### src/rtl/pe_os_row_drain_16.sv
// rtl/pe_os_row_drain_16.sv - row controller/collector for one row of output-stationary PEs
//
// Purpose:
//   On START it clears the PE row, waits out the operand stream, pipeline fill
//   and row skew, snapshots every PE's MAC_OUT into shadow registers and streams
//   the snapshot out one result per beat over a valid/ready link.
//
// Ports:
//   CLK        in   clock, rising edge
//   RST        in   asynchronous active-high reset
//   START      in   1-cycle tile start pulse (only honoured in IDLE)
//   K_LEN      in   operand pairs per PE for the tile, sampled with START
//   MAC_IN     in   flattened PE accumulators, PE j at [j*ACC_W +: ACC_W]
//   PE_RST_N   out  active-low clear to the PE row
//   BUSY       out  high whenever not IDLE
//   OUT_VALID  out  result beat valid
//   OUT_READY  in   downstream accepts the beat
//   OUT_DATA   out  result of PE OUT_IDX
//   OUT_IDX    out  PE index of the current beat
//   DONE       out  1-cycle pulse on acceptance of the last beat
//
// Configuration macro:
//   DRAIN_SAT_EN  when defined, each beat is saturated to the signed WIDTH range
//                 and sign-extended to ACC_W; otherwise the raw accumulator is sent.

module pe_os_row_drain_16 #(
   parameter int WIDTH    = 16,
   parameter int ACC_W    = 32,
   parameter int NUM_PE   = 8,
   parameter int FILL_LAT = 3,
   parameter int IDX_W    = 3
) (
   input  logic                      CLK,
   input  logic                      RST,
   input  logic                      START,
   input  logic [15:0]               K_LEN,
   input  logic [NUM_PE*ACC_W-1:0]   MAC_IN,
   output logic                      PE_RST_N,
   output logic                      BUSY,
   output logic                      OUT_VALID,
   input  logic                      OUT_READY,
   output logic [ACC_W-1:0]          OUT_DATA,
   output logic [IDX_W-1:0]          OUT_IDX,
   output logic                      DONE
);

   localparam int CNT_W = 17;
   localparam logic [CNT_W-1:0] WAIT_EXTRA = CNT_W'(FILL_LAT + NUM_PE - 1);
   localparam logic [IDX_W-1:0] LAST_IDX   = IDX_W'(NUM_PE - 1);

   typedef enum logic [1:0] {
      S_IDLE  = 2'd0,
      S_CLR   = 2'd1,
      S_ACC   = 2'd2,
      S_DRAIN = 2'd3
   } state_t;

   state_t            state_q;
   state_t            state_d;

   logic [15:0]       kreg;
   logic [CNT_W-1:0]  wait_cnt;
   logic [ACC_W-1:0]  shadow [NUM_PE];

   logic              pe_rst_n_d;
   logic              busy_d;
   logic              valid_d;
   logic              done_d;
   logic [IDX_W-1:0]  idx_d;
   logic [ACC_W-1:0]  data_d;

   logic              accept;
   logic              last_beat;
   logic              capture;
   logic [IDX_W-1:0]  idx_next;

   assign accept    = OUT_VALID & OUT_READY;
   assign last_beat = (OUT_IDX == LAST_IDX);
   assign capture   = (state_q == S_ACC) && (wait_cnt == '0);
   assign idx_next  = OUT_IDX + IDX_W'(1);

   // Per-beat output shaping, applied on the way into the OUT_DATA register.
   function automatic logic [ACC_W-1:0] shape(input logic [ACC_W-1:0] v);
`ifdef DRAIN_SAT_EN
      logic fits;
      // The value fits the WIDTH range iff all bits from the WIDTH sign bit up agree.
      fits = (v[ACC_W-1:WIDTH-1] == '0) || (v[ACC_W-1:WIDTH-1] == '1);
      if (fits)
         shape = v;
      else if (v[ACC_W-1])
         shape = {{(ACC_W-WIDTH+1){1'b1}}, {(WIDTH-1){1'b0}}};
      else
         shape = {{(ACC_W-WIDTH+1){1'b0}}, {(WIDTH-1){1'b1}}};
`else
      shape = v;
`endif
   endfunction

   // State register
   always_ff @(posedge CLK or posedge RST) begin
      if (RST)
         state_q <= S_IDLE;
      else
         state_q <= state_d;
   end

   // Next-state logic
   always_comb begin
      state_d = state_q;
      case (state_q)
         S_IDLE:  if (START) state_d = S_CLR;
         S_CLR:   state_d = S_ACC;
         S_ACC:   if (wait_cnt == '0) state_d = S_DRAIN;
         S_DRAIN: if (accept && last_beat) state_d = S_IDLE;
         default: state_d = S_IDLE;
      endcase
   end

   // Output logic: next values of the registered outputs
   always_comb begin
      pe_rst_n_d = (state_d != S_CLR);
      busy_d     = (state_d != S_IDLE);
      valid_d    = (state_d == S_DRAIN);
      done_d     = (state_q == S_DRAIN) && accept && last_beat;
      idx_d      = OUT_IDX;
      data_d     = OUT_DATA;
      if (capture) begin
         // shadow[0] is being loaded this same edge, so read the PE directly.
         idx_d  = '0;
         data_d = shape(MAC_IN[0 +: ACC_W]);
      end else if ((state_q == S_DRAIN) && accept && !last_beat) begin
         idx_d  = idx_next;
         data_d = shape(shadow[idx_next]);
      end
   end

   always_ff @(posedge CLK or posedge RST) begin
      if (RST) begin
         PE_RST_N  <= 1'b0;
         BUSY      <= 1'b0;
         OUT_VALID <= 1'b0;
         DONE      <= 1'b0;
         OUT_IDX   <= '0;
         OUT_DATA  <= '0;
      end else begin
         PE_RST_N  <= pe_rst_n_d;
         BUSY      <= busy_d;
         OUT_VALID <= valid_d;
         DONE      <= done_d;
         OUT_IDX   <= idx_d;
         OUT_DATA  <= data_d;
      end
   end

   // Tile length, wait counter and snapshot
   always_ff @(posedge CLK or posedge RST) begin
      if (RST) begin
         kreg     <= '0;
         wait_cnt <= '0;
         for (int j = 0; j < NUM_PE; j++)
            shadow[j] <= '0;
      end else begin
         if ((state_q == S_IDLE) && START)
            kreg <= K_LEN;
         if (state_q == S_CLR)
            wait_cnt <= {1'b0, kreg} + WAIT_EXTRA;
         else if ((state_q == S_ACC) && (wait_cnt != '0))
            wait_cnt <= wait_cnt - CNT_W'(1);
         if (capture) begin
            for (int j = 0; j < NUM_PE; j++)
               shadow[j] <= MAC_IN[j*ACC_W +: ACC_W];
         end
      end
   end

endmodule

### config.mk
export PLATFORM = sky130hd
export DESIGN_NAME = pe_os_row_drain_16
export DESIGN_NICKNAME = d
export VERILOG_FILES = /design/src/rtl/pe_os_row_drain_16.sv
export SDC_FILE = /design/constraint.sdc
export NUM_CORES = 1
export LEC_CHECK = 0
export ABC_AREA = 1
export CAP_MARGIN = 20
export CORE_ASPECT_RATIO = 1.2
export CORE_MARGIN = 10
export CORE_UTILIZATION = 52
export CTS_CLUSTER_DIAMETER = 120
export DETAILED_ROUTE_END_ITERATION = 10
export PLACE_DENSITY = 0.82
export SLEW_MARGIN = 20
export SYNTH_ARGS = -nofsm -noshare
export SYNTH_HDL_FRONTEND = slang
export SYNTH_SLANG_ARGS = --single-unit
### constraint.sdc
create_clock -name CLK -period 12.7 [get_ports CLK]
set_clock_uncertainty 0.05 [all_clocks]
set_input_delay 1.27 -clock CLK [delete_from_list [all_inputs] [get_ports CLK]]
set_output_delay 1.27 -clock CLK [all_outputs]
set_load 0.02 [all_outputs]
# Word-level counts from Yosys, hierarchy flattened
# Index checks and enable logic that the tools add are counted.
# op_classes
n_reduce_logical,14
n_eq_ne,6
mux,13
order_cmp,1
bitwise_logic,2
n_addsub,3
# ops
op,count
32-bit 2-to-1 mux,4
32-bit binary-select mux with 3-bit select,1
17-bit 2-to-1 mux,2
"16-bit by 4-bit adder with 17-bit output, second input constant",1
17-bit zero test,1
17-bit nonzero test,1
"17-bit by 1-bit subtractor with 17-bit output, second input constant",1
2-bit one-hot mux with 4 select lines,1
1-bit logical AND,7
"2-bit equality test, second input constant",3
2-bit 2-to-1 mux,3
3-bit 2-to-1 mux,2
2-bit nonzero test,3
"4-bit >= comparator, second input constant",1
3-bit NOT with 4-bit output,1
"3-bit by 1-bit adder with 3-bit output, second input constant",1
"3-bit equality test, second input constant",1
"2-bit by 1-bit equality test with 1-bit output, second input constant",1
2-bit zero test,1
"2-bit by 1-bit != test with 1-bit output, second input constant",1
1-bit bitwise AND,1
1-bit zero test,1
# totals
input_bits,276
out_inout_bits,39
word_cells,56
ff_bits,330

# Logic depth before layout (Yosys ltp)
# depth
word_depth,7
ltp_mapped,12
ltp_nobuf,11

# Worst setup path before layout
# No wires, ideal clock.
# synth_path
kind,input-to-reg
startpoint,input OUT_READY
endpoint,register OUT_DATA[0]
t_required_ns,12.533
setup_ns,0.117
path_buffers,1
setup_slack_ns,10.462
cell_stages,10
arrival_ns,2.071
cell_sequence,nand2_1 inv_1 nand2_2 nor2_4 buf_2 nand2_1 nand3_1 nand2_1 o21ai_1 inv_1
# synth_between
elab_chain_len,4
# synth_lines
element,line,rtl
"start, declared",41,"input logic OUT_READY,"
1-bit bitwise AND,77,assign accept = OUT_VALID & OUT_READY;
1-bit logical AND (2 in series),131,end else if ((state_q == S_DRAIN) && accept && !last_beat) begin
2-bit nonzero test (no line),--,
"end signal, assigned",151,OUT_DATA <= data_d;
"end, declared",42,"output logic [ACC_W-1:0] OUT_DATA,"
# Every way passes these cells.
# A chain may end at the register's enable or synchronous reset.

# Worst setup path after layout
# layout_path
startpoint,register wait_cnt[0]
endpoint,register OUT_DATA[2]
# layout_between
elab_chain_len,3
elab_cells_between_ends,4
cone_classes,mux (1); reduce/logical (3)
# layout_lines
element,line,rtl
"start, declared",62,logic [CNT_W-1:0] wait_cnt;
"start signal, assigned",166,"wait_cnt <= {1'b0, kreg} + WAIT_EXTRA;"
"start signal, assigned",168,wait_cnt <= wait_cnt - CNT_W'(1);
17-bit zero test (*),79,assign capture = (state_q == S_ACC) && (wait_cnt == '0);
1-bit logical AND (*),79,
32-bit 2-to-1 mux / 2-bit nonzero test (equally long branches),--,
# Every way passes the cells marked *; elsewhere a longest branch is shown, timed or not.

==> results_dict.tcl <==
set metrics [dict create \
    antenna_found_initial 5 \
    coreArea_um2 30300 \
    drive_above_1_share 0.0429 \
    path_class "flop to flop" \
    port_buffers 314 \
    ctsResizeCount 0 \
    syn_avg_cell_area_um2 7.35 \
    area_growth_pct 27.1 \
    endpoint_kind "flop" \
    postCtsHoldBufs 0 \
    rsz0062_at_grt "no" \
    ir_worst_vdd_uv 160 \
    hpwlAfterDp_um 32400 \
    critPathArrivalTime_ns 4.81 \
    ys_types 31 \
    start_kind "flop" \
    numCtsBuffers 35 \
    clk_pin_slew_ns 0.06 \
    postSynthCellCount 2159 \
    crit_chain "inv_1 > ha_1 > nand3_1 > nor2_2 > nand3_4 > inv_8 > buf_4 > nand2_1 > nand2_1 > o21ai_1 > inv_1" \
    crit_start "wait_cnt[0]$_DFFE_PP0P_" \
    power_density_nw_per_um2 231 \
    max-cap-violations 0 \
    multi_input_area_um2 6730 \
    clk_path_buf_depth 3 \
    die-area_um2 37900 \
    grt_pass1_vias 14700 \
    cts_max_level 2 \
    post-cts-setup-buffers 0 \
    outcome "finished clean" \
    io_pins 315 \
    wirelength_um 48600 \
    regArea_um2 8260 \
    nets 2683 \
    overflow 0 \
    wl_per_cell_um 17.2 \
    drc 0 \
    tns_ns 0 \
    dr.first_iter.drc_count 1740 \
    post-route-period-util 0.347 \
    grt_pass1_wl_um 78000 \
    place_congestion 0.863 \
    die_w_um 180 \
    crit_buf_inv 4 \
    p_leak_uw 0.00997 \
    tightestPinTransition_ns 1.05 \
    clk_latency_ns 0.52 \
    cts_tree "done" \
    cp_top_family "buffers and inverters" \
    timing.slew.headroom 0.300 \
    rows 70 \
    grt_max_degree 216 \
    vias 14800 \
    start_util 0.524 \
    total_power_uw 4670 \
    fill_cells 2584 \
    fin_crit_ns 4.40 \
    hp-class "flop to flop" \
    via_per_inst 5.25 \
    yosysSeqAreaShare 0.520 \
    r2r_start "wait_cnt[0]$_DFFE_PP0P_" \
    cts_sinks 330 \
    worstHoldStart "shadow[118]$_DFFE_PP0P_" \
    max_stage_delay_ns 0.93 \
    postRouteAntennaNets 0 \
    ys_seq_elements 330 \
    hold_viol_final 0 \
    first_pass_iters 8 \
    fmax_mhz 227 \
    crit_required_ns 13.11 \
    syn_nets 2440 \
    setup_ws_ns 8.30 \
    track_usage 0.250 \
    die_y_um 211 \
    dpl_worst_slack_ns 8.10 \
    netlist_area_um2 15900 \
    slew_viol_final 0 \
    path_max_fanout 152 \
    setup_viol 0 \
    cts_root_buffer "clkbuf_16" \
    synth_warnings 0 \
    crit_slowest_cell "buf_4" \
]
[cells by family after synthesis]
kind of cell               share of synthesized area
AOI/OAI and AO/OA                             0.0217
xor gates and xnor gates                     0.00221
adders and majority gates                    0.00394
buffers and inverters                         0.0563
DFF                                            0.520
muxes                                        0.00638
and+or+nand+nor                                0.389
[worst reg2reg max path: stages, from the launching register on]
cell     delay, ns
dfrtp_1       0.36
inv_1         0.13
ha_1          0.22
nand3_1       0.10
nor2_2        0.18
nand3_4       0.70
inv_8         0.94
buf_4         1.15
nand2_1       0.26
nand2_1       0.13
o21ai_1       0.07
inv_1         0.07
[registers in the layout, indices dropped and copies added, names as in the netlist]
| signal | count |
|---|---|
| shadow | 256 |
| BUSY | 1 |
| OUT_DATA | 32 |
| kreg | 16 |
| wait_cnt | 17 |
| DONE | 1 |
| OUT_IDX | 3 |
| OUT_VALID | 1 |
| PE_RST_N | 1 |
| state_q | 2 |
[cell usage in the layout (no fill, tap or decap), types with 5 or more instances in the layout]
cell	netlist	routed
a21oi_1	11	11
buf_4	9	8
clkbuf_1	16	6
clkbuf_16	0	37
clkbuf_8	0	7
clkdlybuf4s50_1	0	314
clkinv_2	0	8
dfrtp_1	330	329
diode_2	0	5
inv_1	70	67
mux2_2	9	9
nand2_1	1269	1269
nand2_2	13	13
nand3_1	199	199
nand4_1	5	5
nor2_1	54	54
o21ai_0	19	19
o21ai_1	33	33
[layout make-up]
cell class,count,share of cell area
timing repair buffer,324,0.160
sequential,330,0.410
clock buffer,50,0.0518
antenna,5,0.000620
inverter,73,0.0145
clock inverter,10,0.00496
multi-input combinational,1638,0.334
tap,396,0.0246
[worst paths after layout]
kind	endpoint	slack (ns)	cells past startpoint
setup / recovery	OUT_DATA[2]$_DFFE_PP0P_	8.30	11
hold / removal	shadow[118]$_DFFE_PP0P_	0.43	2
setup reg to reg	OUT_DATA[2]$_DFFE_PP0P_	8.30	11
hold reg to reg	shadow[118]$_DFFE_PP0P_	0.43	2
max in group asynchronous	OUT_IDX[0]$_DFFE_PP0P_	9.11	4
min in group asynchronous	shadow[5]$_DFFE_PP0P_	1.26	2
[layer usage]
| metal | up-vias | wire (um) | GRT usage |
|---|---|---|---|
| li1 | 7139 | - | - |
| met1 | 6933 | 20200 | 0.324 |
| met2 | 663 | 22700 | 0.398 |
| met3 | 97 | 3820 | 0.0547 |
| met4 | 0 | 1970 | 0.109 |
| met5 | - | 0 | 0 |
[Yosys cell counts, drive strengths merged]
cell type | instances | area share
o21bai | 1 | 0.00047
mux2 | 9 | 0.0064
dfrtp | 330 | 0.52
nor4 | 2 | 0.00079
clkbuf | 16 | 0.0038
inv | 73 | 0.017
o211ai | 1 | 0.00047
a31oi | 1 | 0.00039
a21oi | 11 | 0.0035
xor2 | 3 | 0.0017
or2 | 1 | 0.00039
nand3 | 200 | 0.063
o31ai | 1 | 0.00047
o21ai | 52 | 0.016
nor2 | 62 | 0.017
nand3b | 1 | 0.00047
xnor2 | 1 | 0.00055
ha | 5 | 0.0039
nand2 | 1282 | 0.31
buf | 102 | 0.035
nand4 | 5 | 0.0020
[power breakdown]
| part | internal, uW | switching, uW |
|---|---|---|
| Clock | 612 | 418 |
| Sequential | 1510 | 310 |
| Combinational | 679 | 1140 |
| Total | 2800 | 1870 |
[through the flow]
step	instances	util	instance area [um2]	hold slack, ns
final	2826	0.666	20200	0.428
after detailed placement	2761	0.627	19000	0.414
after global routing	2826	0.666	20200	0.441
after floorplan	2159	-	15900	0.399
after global placement	2761	0.627	19000	0.412
after CTS	2821	0.665	20200	0.431
(Power assumes the default switching activity.)
